File: src/rtl/mef_enchimento_if.sv
// Handoff link between the filling stage and the sealing stage.
// The filler presents a full bottle; the sealer answers with done.
interface mef_enchimento_if;
    logic garrafa_ved;
    logic pos_ved;
    logic done_ved;

    modport master (
        output garrafa_ved,
        output pos_ved,
        input  done_ved
    );

    modport slave (
        input  garrafa_ved,
        input  pos_ved,
        output done_ved
    );
endinterface

File: src/rtl/mef_enchimento.sv
// Filling-stage controller: conveyor, fill valve, handoff to sealing,
// completed-bottle counter and fill-timeout alarm.
module mef_enchimento #(
    parameter int FILL_TIMEOUT  = 200,
    parameter int SETTLE_CYCLES = 4,
    parameter int CNT_W         = 8
) (
    input  logic             clk,
    input  logic             reset,
    input  logic             liga,
    input  logic             s_enc,
    input  logic             s_nivel,
    input  logic             s_ved,
    input  logic             clr_alarme,
    mef_enchimento_if.master ved,
    output logic             motor,
    output logic             valvula,
    output logic             alarme,
    output logic [CNT_W-1:0] cheias
);

    localparam int TMR_MAX = (FILL_TIMEOUT > SETTLE_CYCLES) ?
                             FILL_TIMEOUT : SETTLE_CYCLES;
    localparam int TMR_W   = $clog2(TMR_MAX + 1);

    localparam logic [TMR_W-1:0] FILL_LAST   = TMR_W'(FILL_TIMEOUT - 1);
    localparam logic [TMR_W-1:0] SETTLE_LAST = TMR_W'(SETTLE_CYCLES - 1);

    typedef enum logic [2:0] {
        IDLE,
        ADVANCE,
        FILL,
        SETTLE,
        TRANSFER,
        HANDOFF,
        FAULT
    } state_t;

    state_t           state;
    state_t           state_nxt;
    logic [TMR_W-1:0] timer;
    logic             cnt_inc;

    always_ff @(posedge clk or negedge reset) begin
        if (!reset) begin
            state <= IDLE;
        end else begin
            state <= state_nxt;
        end
    end

    // Timer restarts on every state change so FILL and SETTLE both see 0
    // on entry; it saturates instead of wrapping.
    always_ff @(posedge clk or negedge reset) begin
        if (!reset) begin
            timer <= '0;
        end else if (state_nxt != state) begin
            timer <= '0;
        end else if (timer != '1) begin
            timer <= timer + 1'b1;
        end
    end

    always_ff @(posedge clk or negedge reset) begin
        if (!reset) begin
            cheias <= '0;
        end else if (cnt_inc) begin
            cheias <= cheias + 1'b1;
        end
    end

    always_comb begin
        state_nxt       = state;
        cnt_inc         = 1'b0;
        motor           = 1'b0;
        valvula         = 1'b0;
        alarme          = 1'b0;
        ved.garrafa_ved = 1'b0;
        ved.pos_ved     = 1'b0;
        unique case (state)
            IDLE: begin
                if (liga) state_nxt = ADVANCE;
            end
            ADVANCE: begin
                motor = 1'b1;
                if (!liga) state_nxt = IDLE;
                else if (s_enc) state_nxt = FILL;
            end
            FILL: begin
                valvula = 1'b1;
                // A full level wins over a timeout in the same cycle.
                if (s_nivel) state_nxt = SETTLE;
                else if (timer == FILL_LAST) state_nxt = FAULT;
            end
            SETTLE: begin
                if (timer == SETTLE_LAST) state_nxt = TRANSFER;
            end
            TRANSFER: begin
                motor = 1'b1;
                if (s_ved) state_nxt = HANDOFF;
            end
            HANDOFF: begin
                ved.garrafa_ved = 1'b1;
                ved.pos_ved     = 1'b1;
                if (ved.done_ved) begin
                    cnt_inc   = 1'b1;
                    state_nxt = liga ? ADVANCE : IDLE;
                end
            end
            FAULT: begin
                alarme = 1'b1;
                if (clr_alarme) state_nxt = IDLE;
            end
            default: begin
                state_nxt = IDLE;
            end
        endcase
    end

endmodule

File: src/flat_wrapper.sv
// flat-port wrapper written by rule: the top's interface ports become plain ports
module mef_enchimento_flat 
#(
    parameter int FILL_TIMEOUT  = 200,
    parameter int SETTLE_CYCLES = 4,
    parameter int CNT_W         = 8
)
  (clk, reset, liga, s_enc, s_nivel, s_ved, clr_alarme, motor, valvula, alarme, cheias, ved_garrafa_ved, ved_pos_ved, ved_done_ved);
  mef_enchimento_if ved_i ();
  input  logic clk;
  input  logic reset;
  input  logic liga;
  input  logic s_enc;
  input  logic s_nivel;
  input  logic s_ved;
  input  logic clr_alarme;
  output logic motor;
  output logic valvula;
  output logic alarme;
  output logic [CNT_W-1:0] cheias;
  output wire logic [$bits(ved_i.garrafa_ved)-1:0] ved_garrafa_ved;
  output wire logic [$bits(ved_i.pos_ved)-1:0] ved_pos_ved;
  input wire logic [$bits(ved_i.done_ved)-1:0] ved_done_ved;
  assign ved_garrafa_ved = ved_i.garrafa_ved;
  assign ved_pos_ved = ved_i.pos_ved;
  assign ved_i.done_ved = ved_done_ved;
  mef_enchimento #(.FILL_TIMEOUT(FILL_TIMEOUT), .SETTLE_CYCLES(SETTLE_CYCLES), .CNT_W(CNT_W)) u_core (.clk(clk), .reset(reset), .liga(liga), .s_enc(s_enc), .s_nivel(s_nivel), .s_ved(s_ved), .clr_alarme(clr_alarme), .ved(ved_i), .motor(motor), .valvula(valvula), .alarme(alarme), .cheias(cheias));
endmodule
File: config.mk
export PLATFORM = sky130hd
export DESIGN_NAME = mef_enchimento_flat
export DESIGN_NICKNAME = d
export VERILOG_FILES = /design/src/rtl/mef_enchimento_if.sv /design/src/rtl/mef_enchimento.sv /design/src/flat_wrapper.sv
export SDC_FILE = /design/constraint.sdc
export NUM_CORES = 1
export LEC_CHECK = 0
export ABC_AREA = 0
export CORE_AREA = 2 2 51 53
export CTS_CLUSTER_DIAMETER = 150
export DETAILED_ROUTE_END_ITERATION = 6
export DIE_AREA = 0 0 53 55
export PLACE_DENSITY = 0.76
export RECOVER_POWER = 50
export SLEW_MARGIN = 20
export SYNTH_ARGS = -nofsm -noshare
export SYNTH_HDL_FRONTEND = slang
export SYNTH_SLANG_ARGS = --single-unit
export TNS_END_PERCENT = 20
File: constraint.sdc
create_clock -name clk -period 2.29 [get_ports clk]
set_input_delay 0.229 -clock clk [delete_from_list [all_inputs] [get_ports clk]]
set_output_delay 0.229 -clock clk [all_outputs]
set_load 0.005 [all_outputs]
-- Word-level counts from Yosys, hierarchy flattened
Cells that the tools add are included.
- register bits: 19
- input port bits: 8
- output and inout port bits: 13
- word-level logic and storage cells: 37
- $add $sub $neg: 2
- equal/unequal tests: 10
- mux-type cells: 19
- reduce and logical (&&, ||, !) cells: 3
- operators by type and width (cell ; number):
    3-bit 2-to-1 mux ; 9
    3-bit one-hot mux with 7 select lines ; 1
    8-bit by 1-bit adder with 8-bit output, second input constant ; 2
    8-bit 2-to-1 mux ; 2
    3-bit == test, second input constant ; 3
    8-bit by 2-bit == test with 1-bit output, second input constant ; 1
    8-bit == test, second input constant ; 1
    8-bit != test, second input constant ; 1
    1-bit 2-to-1 mux ; 7
    3-bit by 2-bit == test with 1-bit output, second input constant ; 2
    3-bit by 1-bit == test with 1-bit output, second input constant ; 1
    3-bit zero test ; 1
    3-bit != test ; 1
    2-bit nonzero test ; 1
    2-bit OR reduction ; 1

-- Depth between registers and ports, before layout
Gate-level depths: netlist (run 1).
- word-level depth: 6
- mapped depth: 6
- gate-level depth less buffers: 5

-- Least setup slack after synthesis (run 1)
OpenSTA, ideal clock, no wires.
- path kind: register to register
- from: reg u_core.timer[0]
- to: reg u_core.timer[4]
- setup time: 142 ps
- arrival time: 1571 ps
- slack: 577 ps
- stages on the path, launching flop included: 6
- buffers on the path: 0
- period minus slack after synthesis: 1713 ps
- cell sequence: dfrtp_1 ha_1 nor4b_2 a21boi_0 a2111oi_4 nor3_1
- longest elaborated chain between the ends: 6
- RTL lines (item ; RTL line ; RTL):
    start, declared ; mef_enchimento.sv:41 ; logic [TMR_W-1:0] timer;
    start signal, assigned ; mef_enchimento.sv:60 ; timer <= timer + 1'b1;
    8-bit == test ; mef_enchimento.sv:93 ; else if (timer == FILL_LAST) state_nxt = FAULT;
    3-bit 2-to-1 mux ; mef_enchimento.sv:93 ;
    3-bit 2-to-1 mux ; mef_enchimento.sv:92 ; if (s_nivel) state_nxt = SETTLE;
    3-bit one-hot mux with 7 select lines ; mef_enchimento.sv:80 ; unique case (state)
    3-bit != test ; mef_enchimento.sv:57 ; end else if (state_nxt != state) begin
    8-bit 2-to-1 mux / 2-bit nonzero test (equally long branches) ; -- ;
Several ways; a longest one is shown, not always the timed one. The select of a mux whose other input is x is not followed.
A chain may end at the register's enable or synchronous reset.

-- Worst setup path in the final report (run 1)
- from: reg u_core.timer[0]
- to: reg u_core.timer[5]
The elaborated chain is that of the path after synthesis.

==> results of run 1 <==
## sequential cells by signal, indices dropped and copies added (netlist names)
register	flops
u_core.state	3
u_core.timer	8
u_core.cheias	8
## through the flow
| stage | std cells | util, % |
|---|---|---|
| 4_1_cts | 161 | 59.05 |
| 6_report | 161 | 58.99 |
| 2_1_floorplan | 113 | - |
| 5_1_grt | 161 | 58.99 |
| 3_5_place_dp | 157 | 57.94 |
| 3_3_place_gp | 157 | 57.94 |
## final timing paths
kind | cells past startpoint | end | from | slack [ns]
setup / recovery | 5 | u_core.timer[5] | u_core.timer[0] | 0.26
hold / removal | 1 | u_core.timer[1] | reset | 0.46
setup reg to reg | 5 | u_core.timer[5] | u_core.timer[0] | 0.26
hold reg to reg | 1 | u_core.cheias[7] | u_core.cheias[7] | 0.47
max in group asynchronous | 1 | u_core.cheias[3] | reset | 1.33
min in group clk | 1 | u_core.cheias[7] | u_core.cheias[7] | 0.47
## cell usage after synthesis, types with 2 or more instances
master	number	area share [%]
dfrtp_1	19	41
a21boi_0	2	1.3
nor4_1	8	4.3
xnor2_1	7	5.2
and3_1	3	1.6
and4_1	2	1.5
buf_4	2	1.3
xor2_1	3	2.2
buf_2	2	0.85
nand2_1	6	1.9
o211ai_1	3	1.9
and3b_2	2	1.7
ha_1	2	2.1
o21ai_0	3	1.3
a21o_2	2	1.5
inv_1	3	0.96
mux2i_1	4	3.4
nand2b_1	2	1.1
nor2_1	5	1.6
nand4_1	4	2.1
nor3_1	3	1.3
nor2b_1	2	1.1
nand3_1	5	2.1
## where the power goes
| part | leakage, nW | total, mW | switching [mW] | internal [mW] |
|---|---|---|---|---|
| logic | 0.335 | 0.456 | 0.228 | 0.228 |
| registers | 0.259 | 0.487 | 0.101 | 0.387 |
| clock network | 0.0150 | 0.158 | 0.0907 | 0.0678 |
| total | 0.609 | 1.10 | 0.419 | 0.682 |
## critical path, cell delays in order, from the launching register on
cell	delay, ns
dfrtp_1	0.42
ha_1	0.29
nor4b_2	0.33
a21boi_0	0.28
a2111oi_4	0.47
nor4_1	0.11
## layout make-up
cell class              count  share of cell area, %
multi-input cells          85                  46.19
well taps                  30                  2.691
repair buffers             20                  14.35
inverters                   3                 0.8072
flip-flops and latches     19                  34.08
clock buffers               4                  1.883
## per-layer routing
layer,vias to the layer above,wire length [um],global-route usage (%)
li1,462,-,-
met1,446,1079,23.76
met5,-,0,0
met2,33,1023,28.13
met4,0,70,11.97
met3,7,160,2.419
## cell families (layout without fill, tap and decap cells)
| group | Yosys count | after routing | share of synthesized area (%) |
|---|---|---|---|
| simple gates | 48 | 48 | 25.19 |
| compound gates | 19 | 19 | 14.62 |
| flops | 19 | 19 | 40.56 |
| xor+xnor | 10 | 10 | 7.471 |
| buf+inv | 9 | 27 | 4.375 |
| mux | 6 | 6 | 5.656 |
| fa+ha+maj | 2 | 2 | 2.134 |
==> key figures, run 1 <==
Status
  – Outcome: completed

Clock tree
  – Clock Sinks: 19
  – CTS tree: yes
  – Num CTS Buffers: 3
  – Worst-Skew Late Latency: 0.29 ns
  – Buffer count from post-CTS setup fixing: 0
  – CTS Hold Bufs: 0
  – Longest Clk Path Bufs: 2
  – Resize count post-CTS: 0
  – CTS root buf: clkbuf_4
  – Clock-pin transition on the worst setup and hold timing paths: ~0.10 ns
  – H-tree depth: 1

Logic synthesis
  – Syn_area_per_cell: 10.37 um^2
  – YS warnings: 0
  – Post-synth EDFFs: 0
  – Sequential fraction of the synthesis area: 40.55%
  – Mapped Area: 1172 um^2
  – FF+latch count, synth: 19
  – Synth Instances: 113
  – Dominant register cell in the synthesized netlist: dfrtp_1
  – Cell variety after synth: 42
  – Syn nets: 123
  – Synth async-reset ratio: 100.0%

Critical path
  – Data arrival, critical path: 2.18 ns
  – Crit path max fanout: 8
  – Setup crit start kind: flop
  – WS Path Type: reg -> reg
  – Worst endpoint required time: 2.44 ns
  – Critical Path Sink Type: flop

Cells and area
  – Filler cells: 221
  – Most frequent cells in the layout: dfrtp_1 (19), clkdlybuf4s50_1 (17), nor4_1 (8)
  – Cell area after layout: 1395 um^2
  – Area of the multi-input gates: 644.4 um^2
  – P&R area growth vs syn: 19.00%
  – Commonest non-fill, non-tap cell in the layout: dfrtp_1
  – Register area: 475.5 um^2
  – Diodes inserted: 0
  – Nets: 142
  – Ratio of cells with drive above 1 in the final layout: 10.69%

Floorplanning
  – Die W: 53 um
  – DIE HEIGHT: 55 um
  – Die area: 2915 um^2
  – Initial cell density of the core: 49.58%
  – Cell row count: 18
  – Ports: 21
  – CORE AREA: 2365 um^2

Timing
  – Crit path time final: 2.030 ns
  – Fin worst setup slack: 0.2602 ns
  – Final Slew Violations: 0
  – Setup TNS: 0 ns
  – Max-Slew Margin vs Limit: ~46%
  – Worst-Margin Slew: 0.8021 ns
  – Tcrit/Tclk final: 88.64%
  – Clk_skew: around 0.0063 ns
  – Endpoints failing setup: 0
  – Fmax: slightly below 0.5 GHz
  – Endpoints failing hold: 0
  – Hold slack: between 0.4 and 0.5 ns
  – RSZ-0062 raised after global routing: no

Detailed routing
  – Via count: between 900 and 1000
  – Antenna Violating Nets Remaining: 0
  – DR vias/cell: 5.888
  – DRT iter0 DRCs: 18
  – Post-route DRC: 0
  – Wirelength, routed: 2332 um
  – WL per Instance: ~14 um
  – Drt pass-1 iters: 4

Global routing
  – Total Routing Usage GR: 18.09%
  – Largest net degree at the start of global routing: 20
  – Initial antenna violation count: 0
  – Total gr overflow: 0
  – Vias in the first global route: 874
  – First-pass GRT wire length: between 3000 and 4000 um

Placement
  – Port Buffer Count: 20
  – Dpl ws: 0.2796 ns
  – Placed Area: roughly 1400 um^2
  – DPL Wire Length: 1797 um
  – Routability cong.: 0.8737

Power and ir drop
  – Cell area power density: ~790 nW/um^2
  – Worst VDD drop: 510.5 uV
  – Total power draw: 1.101 mW
  – LEAKAGE: 0.6088 nW

Min path
  – Hold Crit Class: in -> async

Job
  – Max Cap Viol: 0
No activity file was read; power rests on OpenSTA's default activity.
==> inputs of run 2 (changes only) <==
Settings changed: CTS_BUF_LIST from default to sky130_fd_sc_hd__clkbuf_16.
==> key figures, run 2 (synthesis gave the netlist of run 1 again) <==
Cells and area
  – Ratio of cells with drive above 1 in the final layout: 10.69%
  – Commonest non-fill, non-tap cell in the layout: dfrtp_1
  – Filler cells: 214
  – Biggest regs: u_core.cheias: 8 flops, u_core.timer: 8 flops, u_core.state: 3 flops
  – Nets: 142
  – P&R area growth vs syn: 23.48%
  – Most frequent cells in the layout: dfrtp_1 (19), clkdlybuf4s50_1 (15), nor4_1 (8)
  – Fin cells: 161
  – Diodes inserted: 0

Clock tree
  – CTS tree: yes
  – Clock-pin transition on the worst setup and hold timing paths: 0.05 ns
  – Buffer count from post-CTS setup fixing: 0
  – CTS root buf: clkbuf_16
  – Clock Sinks: 19
  – Longest Clk Path Bufs: 2
  – Num CTS Buffers: 3
  – Resize count post-CTS: 0
  – Worst-Skew Late Latency: approximately 0.25 ns
  – CTS Hold Bufs: 0
  – H-tree depth: 1

Global routing
  – Largest net degree at the start of global routing: 20
  – First-pass GRT wire length: 3788 um
  – Total Routing Usage GR: 18.27%
  – Vias in the first global route: 864
  – Total gr overflow: 0
  – Initial antenna violation count: 0

Floorplanning
  – Cell row count: 18
  – Die W: 53 um
  – Die area: 2915 um^2
  – Ports: 21
  – DIE HEIGHT: about 55 um
  – CORE AREA: ~2400 um^2
  – Initial cell density of the core: just under 50%

Critical path
  – WS Path Type: reg -> reg
  – Cell chain of the critical path: ha_1 > nor4b_2 > a21boi_0 > a2111oi_4 > nor4_1
  – Critical Path Sink Type: flop
  – Crit path max fanout: 8
  – Worst endpoint required time: around 2.4 ns
  – Data arrival, critical path: 2.13 ns
  – Setup crit start kind: flop
  – Critical path's largest stage delay: 0.47 ns
  – Worst Path Buf+Inv: 0
  – Family with the most delay on the worst path: compound AO/OA/AOI/OAI gates
  – Slowest-stage cell, CP: a2111oi_4

Timing
  – Setup TNS: 0 ns
  – Worst-Margin Slew: 0.8311 ns
  – Endpoints failing hold: 0
  – Crit path time final: 2.025 ns
  – Endpoints failing setup: 0
  – Fmax: 0.4938 GHz
  – Clk_skew: 0.002757 ns
  – Max-Slew Margin vs Limit: approximately 44%
  – Tcrit/Tclk final: 88.43%
  – Final Slew Violations: 0
  – RSZ-0062 raised after global routing: no

Detailed routing
  – DR vias/cell: 5.950
  – DRT iter0 DRCs: 19
  – Via count: 958
  – Antenna Violating Nets Remaining: 0
  – Wirelength, routed: 2359 um
  – Drt pass-1 iters: 4
  – Post-route DRC: 0
  – WL per Instance: 14.65 um

Placement
  – Routability cong.: 0.8737
  – DPL Wire Length: 1797 um
  – Port Buffer Count: 20
  – Placed cell count: 157

Min path
  – Hold Crit Class: reg -> reg

Job
  – Max Cap Viol: 0

Status
  – Outcome: completed

Power and ir drop
  – LEAKAGE: 0.6424 nW
  – Total power draw: 1.281 mW
  – Worst VDD drop: 601.8 uV
  – Cell area power density: 884.6 nW/um^2
run 2: changes by cell type in the layout (fill, tap and decap cells not counted), sizes merged:
cell           delta
clkbuf            -1
inv               +1
dlygate4sd3       +2
clkdlybuf4s50     -2
run 2: worst register-to-register path: cells and delay by family (launching register included):
family | cells | cell delay [ns]
AOI/OAI and AO/OA | 2 | 0.75
and+or+nand+nor | 2 | 0.44
DFF | 1 | 0.40
adders and majority gates | 1 | 0.29
run 2: per-layer routing:
| layer | routed length (um) | GRT usage (%) |
|---|---|---|
| met1 | 1086 | 23.93 |
| met2 | 1031 | 27.92 |
| met3 | 172 | 4.032 |
| met4 | 68 | 10.68 |
| met5 | 0 | 0 |
run 2: where the power goes:
| group | total (mW) | internal (mW) | switching (mW) |
|---|---|---|---|
| clock | 0.341 | 0.232 | 0.110 |
| sequential | 0.488 | 0.388 | 0.0998 |
| combinational | 0.452 | 0.223 | 0.228 |
| total | 1.28 | 0.843 | 0.437 |
run 2: final timing paths:
| kind | end | startpoint | cells past startpoint | slack, ns |
|---|---|---|---|---|
| min reg2reg | u_core.cheias[7] | u_core.cheias[7] | 1 | 0.47 |
| max | u_core.timer[5] | u_core.timer[0] | 5 | 0.27 |
| min in group asynchronous | u_core.timer[5] | reset | 1 | 0.53 |
| min | u_core.cheias[7] | u_core.cheias[7] | 1 | 0.47 |
| max reg2reg | u_core.timer[5] | u_core.timer[0] | 5 | 0.27 |
| max in group asynchronous | u_core.timer[7] | reset | 1 | 1.25 |
run 2: area by class of cell:
cell class | instances | area [um^2] | area share [%]
clock buffers | 3 | 75.07 | 5.186
inverters | 3 | 11.26 | 0.7779
multi-input cells | 85 | 644.4 | 44.51
flip-flops and latches | 19 | 475.5 | 32.84
well taps | 30 | 37.54 | 2.593
repair buffers | 20 | 200.2 | 13.83
clock inverters | 1 | 3.754 | 0.2593
run 2: through the flow:
step	setup WS, ns	hold WS (ns)	util (%)	cell area (um^2)
6_report	0.2651	0.4702	61.22	1448
5_1_grt	0.08653	0.4838	61.22	1448
4_1_cts	0.2674	0.4810	61.27	1449
3_5_place_dp	0.2796	0.4743	57.94	1370
3_3_place_gp	0.4150	0.4616	57.94	1370
2_1_floorplan	0.5768	-0.06659	-	1172
==> inputs of run 3 (changes only) <==
Settings changed: CORE_AREA 2 2 51 53 to 2 2 48 50, DIE_AREA 0 0 53 55 to 0 0 50 52, DONT_BUFFER_PORTS from default to 1, PLACE_DENSITY 0.76 to 0.72.
==> key figures, run 3 (synthesis gave the netlist of run 1 again) <==
Critical path
  – Worst reg2reg path depth: 5
  – Setup crit start kind: flop
  – FF-to-FF End: u_core.timer[0]
  – Data arrival, critical path: 2.06 ns
  – Crit path launch: u_core.timer[0]
  – Critical path's largest stage delay: 0.47 ns
  – Reg-to-reg startpoint: u_core.timer[0]
  – Worst endpoint required time: 2.38 ns
  – Cell chain of the critical path: ha_1 > nor4b_2 > a21boi_0 > a2111oi_4 > nor4_1
  – Crit path max fanout: 8
  – Critical Path Sink Type: flop
  – WS Path Type: reg -> reg
  – R2r setup slk: 0.32 ns
  – Slowest-stage cell, CP: a2111oi_4

Cells and area
  – Commonest non-fill, non-tap cell in the layout: dfrtp_1
  – Nets: around 120
  – P&R area growth vs syn: 7.897%
  – Filler cells: 182
  – Core Util, Final: 60.07%
  – Biggest regs: u_core.cheias: 8 flops, u_core.timer: 8 flops, u_core.state: 3 flops
  – Most frequent cells in the layout: dfrtp_1 (19), nor4_1 (8), xnor2_1 (7)
  – Cell area after layout: 1265 um^2
  – Ratio of cells with drive above 1 in the final layout: between 10% and 20%
  – Fin cells: about 140
  – Diodes inserted: 0

Power and ir drop
  – Total power draw: ~1.2 mW
  – Worst VDD drop: slightly below 700 uV
  – LEAKAGE: 0.5635 nW
  – Cell area power density: 972.6 nW/um^2

Timing
  – Fin worst setup slack: 0.3197 ns
  – Worst-Margin Slew: 0.8685 ns
  – Fmax: 0.5075 GHz
  – RSZ-0062 raised after global routing: no
  – Endpoints failing hold: 0
  – Hold slack: between 0.15 and 0.2 ns
  – Endpoints failing setup: 0
  – Max-Slew Margin vs Limit: 41.91%
  – Final Slew Violations: 0
  – Tcrit/Tclk final: 86.04%
  – Clk_skew: roughly 0.0044 ns
  – Setup TNS: 0 ns
  – Crit path time final: between 1.5 and 2 ns

Min path
  – Worst Hold End: u_core.state[1]
  – Hold path start: s_enc
  – Hold Crit Class: in -> reg
  – Worst hold stages: 1

Status
  – Outcome: completed

Clock tree
  – CTS root buf: clkbuf_16
  – Worst-Skew Late Latency: 0.25 ns
  – Clock-pin transition on the worst setup and hold timing paths: 0.05 ns
  – H-tree depth: 1
  – Buffer count from post-CTS setup fixing: 0
  – Clock Sinks: 19
  – Longest Clk Path Bufs: 2
  – Num CTS Buffers: 3
  – CTS Hold Bufs: 1
  – Resize count post-CTS: 0
  – CTS tree: yes

Detailed routing
  – Post-route DRC: 0
  – Drt pass-1 iters: 4
  – DRT iter0 DRCs: 13
  – Antenna Violating Nets Remaining: 0
  – Wirelength, routed: ~2300 um
  – WL per Instance: about 16 um
  – Via count: 867
  – DR vias/cell: 6.149

Global routing
  – GR Util met2: around 34%
  – First-pass GRT wire length: 3677 um
  – GR Util met1: 22.53%
  – Vias in the first global route: between 800 and 900
  – Initial antenna violation count: 0
  – Largest net degree at the start of global routing: 20
  – Total Routing Usage GR: 18.95%
  – GR peak layer: met2
  – M3 GR Usage: 5.460%
  – Total gr overflow: 0

Placement
  – DPL Wire Length: about 1700 um
  – Placed Area: 1175 um^2
  – Routability cong.: 0.8239
  – Placed cell count: 136
  – Dpl ws: roughly 0.33 ns
  – Port Buffer Count: 0

Floorplanning
  – Die W: about 50 um
  – Initial cell density of the core: 55.67%
  – Ports: 21
  – Die area: 2600 um^2
  – CORE AREA: between 2000 and 2500 um^2
  – Cell row count: 17
  – DIE HEIGHT: 52 um

Job
  – Max Cap Viol: 0
[run 3: cell types whose count changed in the layout (fill, tap and decap cells not counted), sizes merged]
| cell | previous run | this run |
|---|---|---|
| dlygate4sd3 | 5 | 1 |
| buf | 0 | 1 |
| inv | 4 | 3 |
| clkdlybuf4s50 | 15 | 0 |
| clkinv | 0 | 1 |
[run 3: worst max-delay path by stage]
stage                      end
2_1_floorplan  u_core.timer[4]
3_3_place_gp   u_core.timer[5]
3_5_place_dp   u_core.timer[0]
4_1_cts        u_core.timer[0]
5_1_grt        u_core.timer[0]
6_report       u_core.timer[0]
[run 3: worst max-delay path, delay by kind of cell (launching register included)]
family | cells | cell delay, ns
AND/OR/NAND/NOR | 2 | 0.42
AO/OA/AOI/OAI | 2 | 0.72
flip-flops | 1 | 0.40
adder cells (fa/ha/maj) | 1 | 0.29
[run 3: power by group]
group          total (mW)  leakage, nW  internal (mW)  switching, mW
logic               0.403        0.264          0.177          0.227
clock network       0.346       0.0409          0.233          0.112
registers           0.481        0.259          0.388         0.0929
[run 3: final cells by class]
type	instances	area (um^2)	area share, %
Multi-Input combinational cell	85	645.6	51.04
Sequential cell	19	475.5	37.59
Clock buffer	3	75.07	5.935
Tap cell	28	35.03	2.770
Timing Repair Buffer	2	17.52	1.385
Inverter	3	11.26	0.8902
Clock inverter	1	5.005	0.3956
[run 3: layer usage]
layer	up-vias	wire length, um
met5	-	0
met4	0	35
met3	4	125
met2	28	1120
met1	407	973
li1	428	-
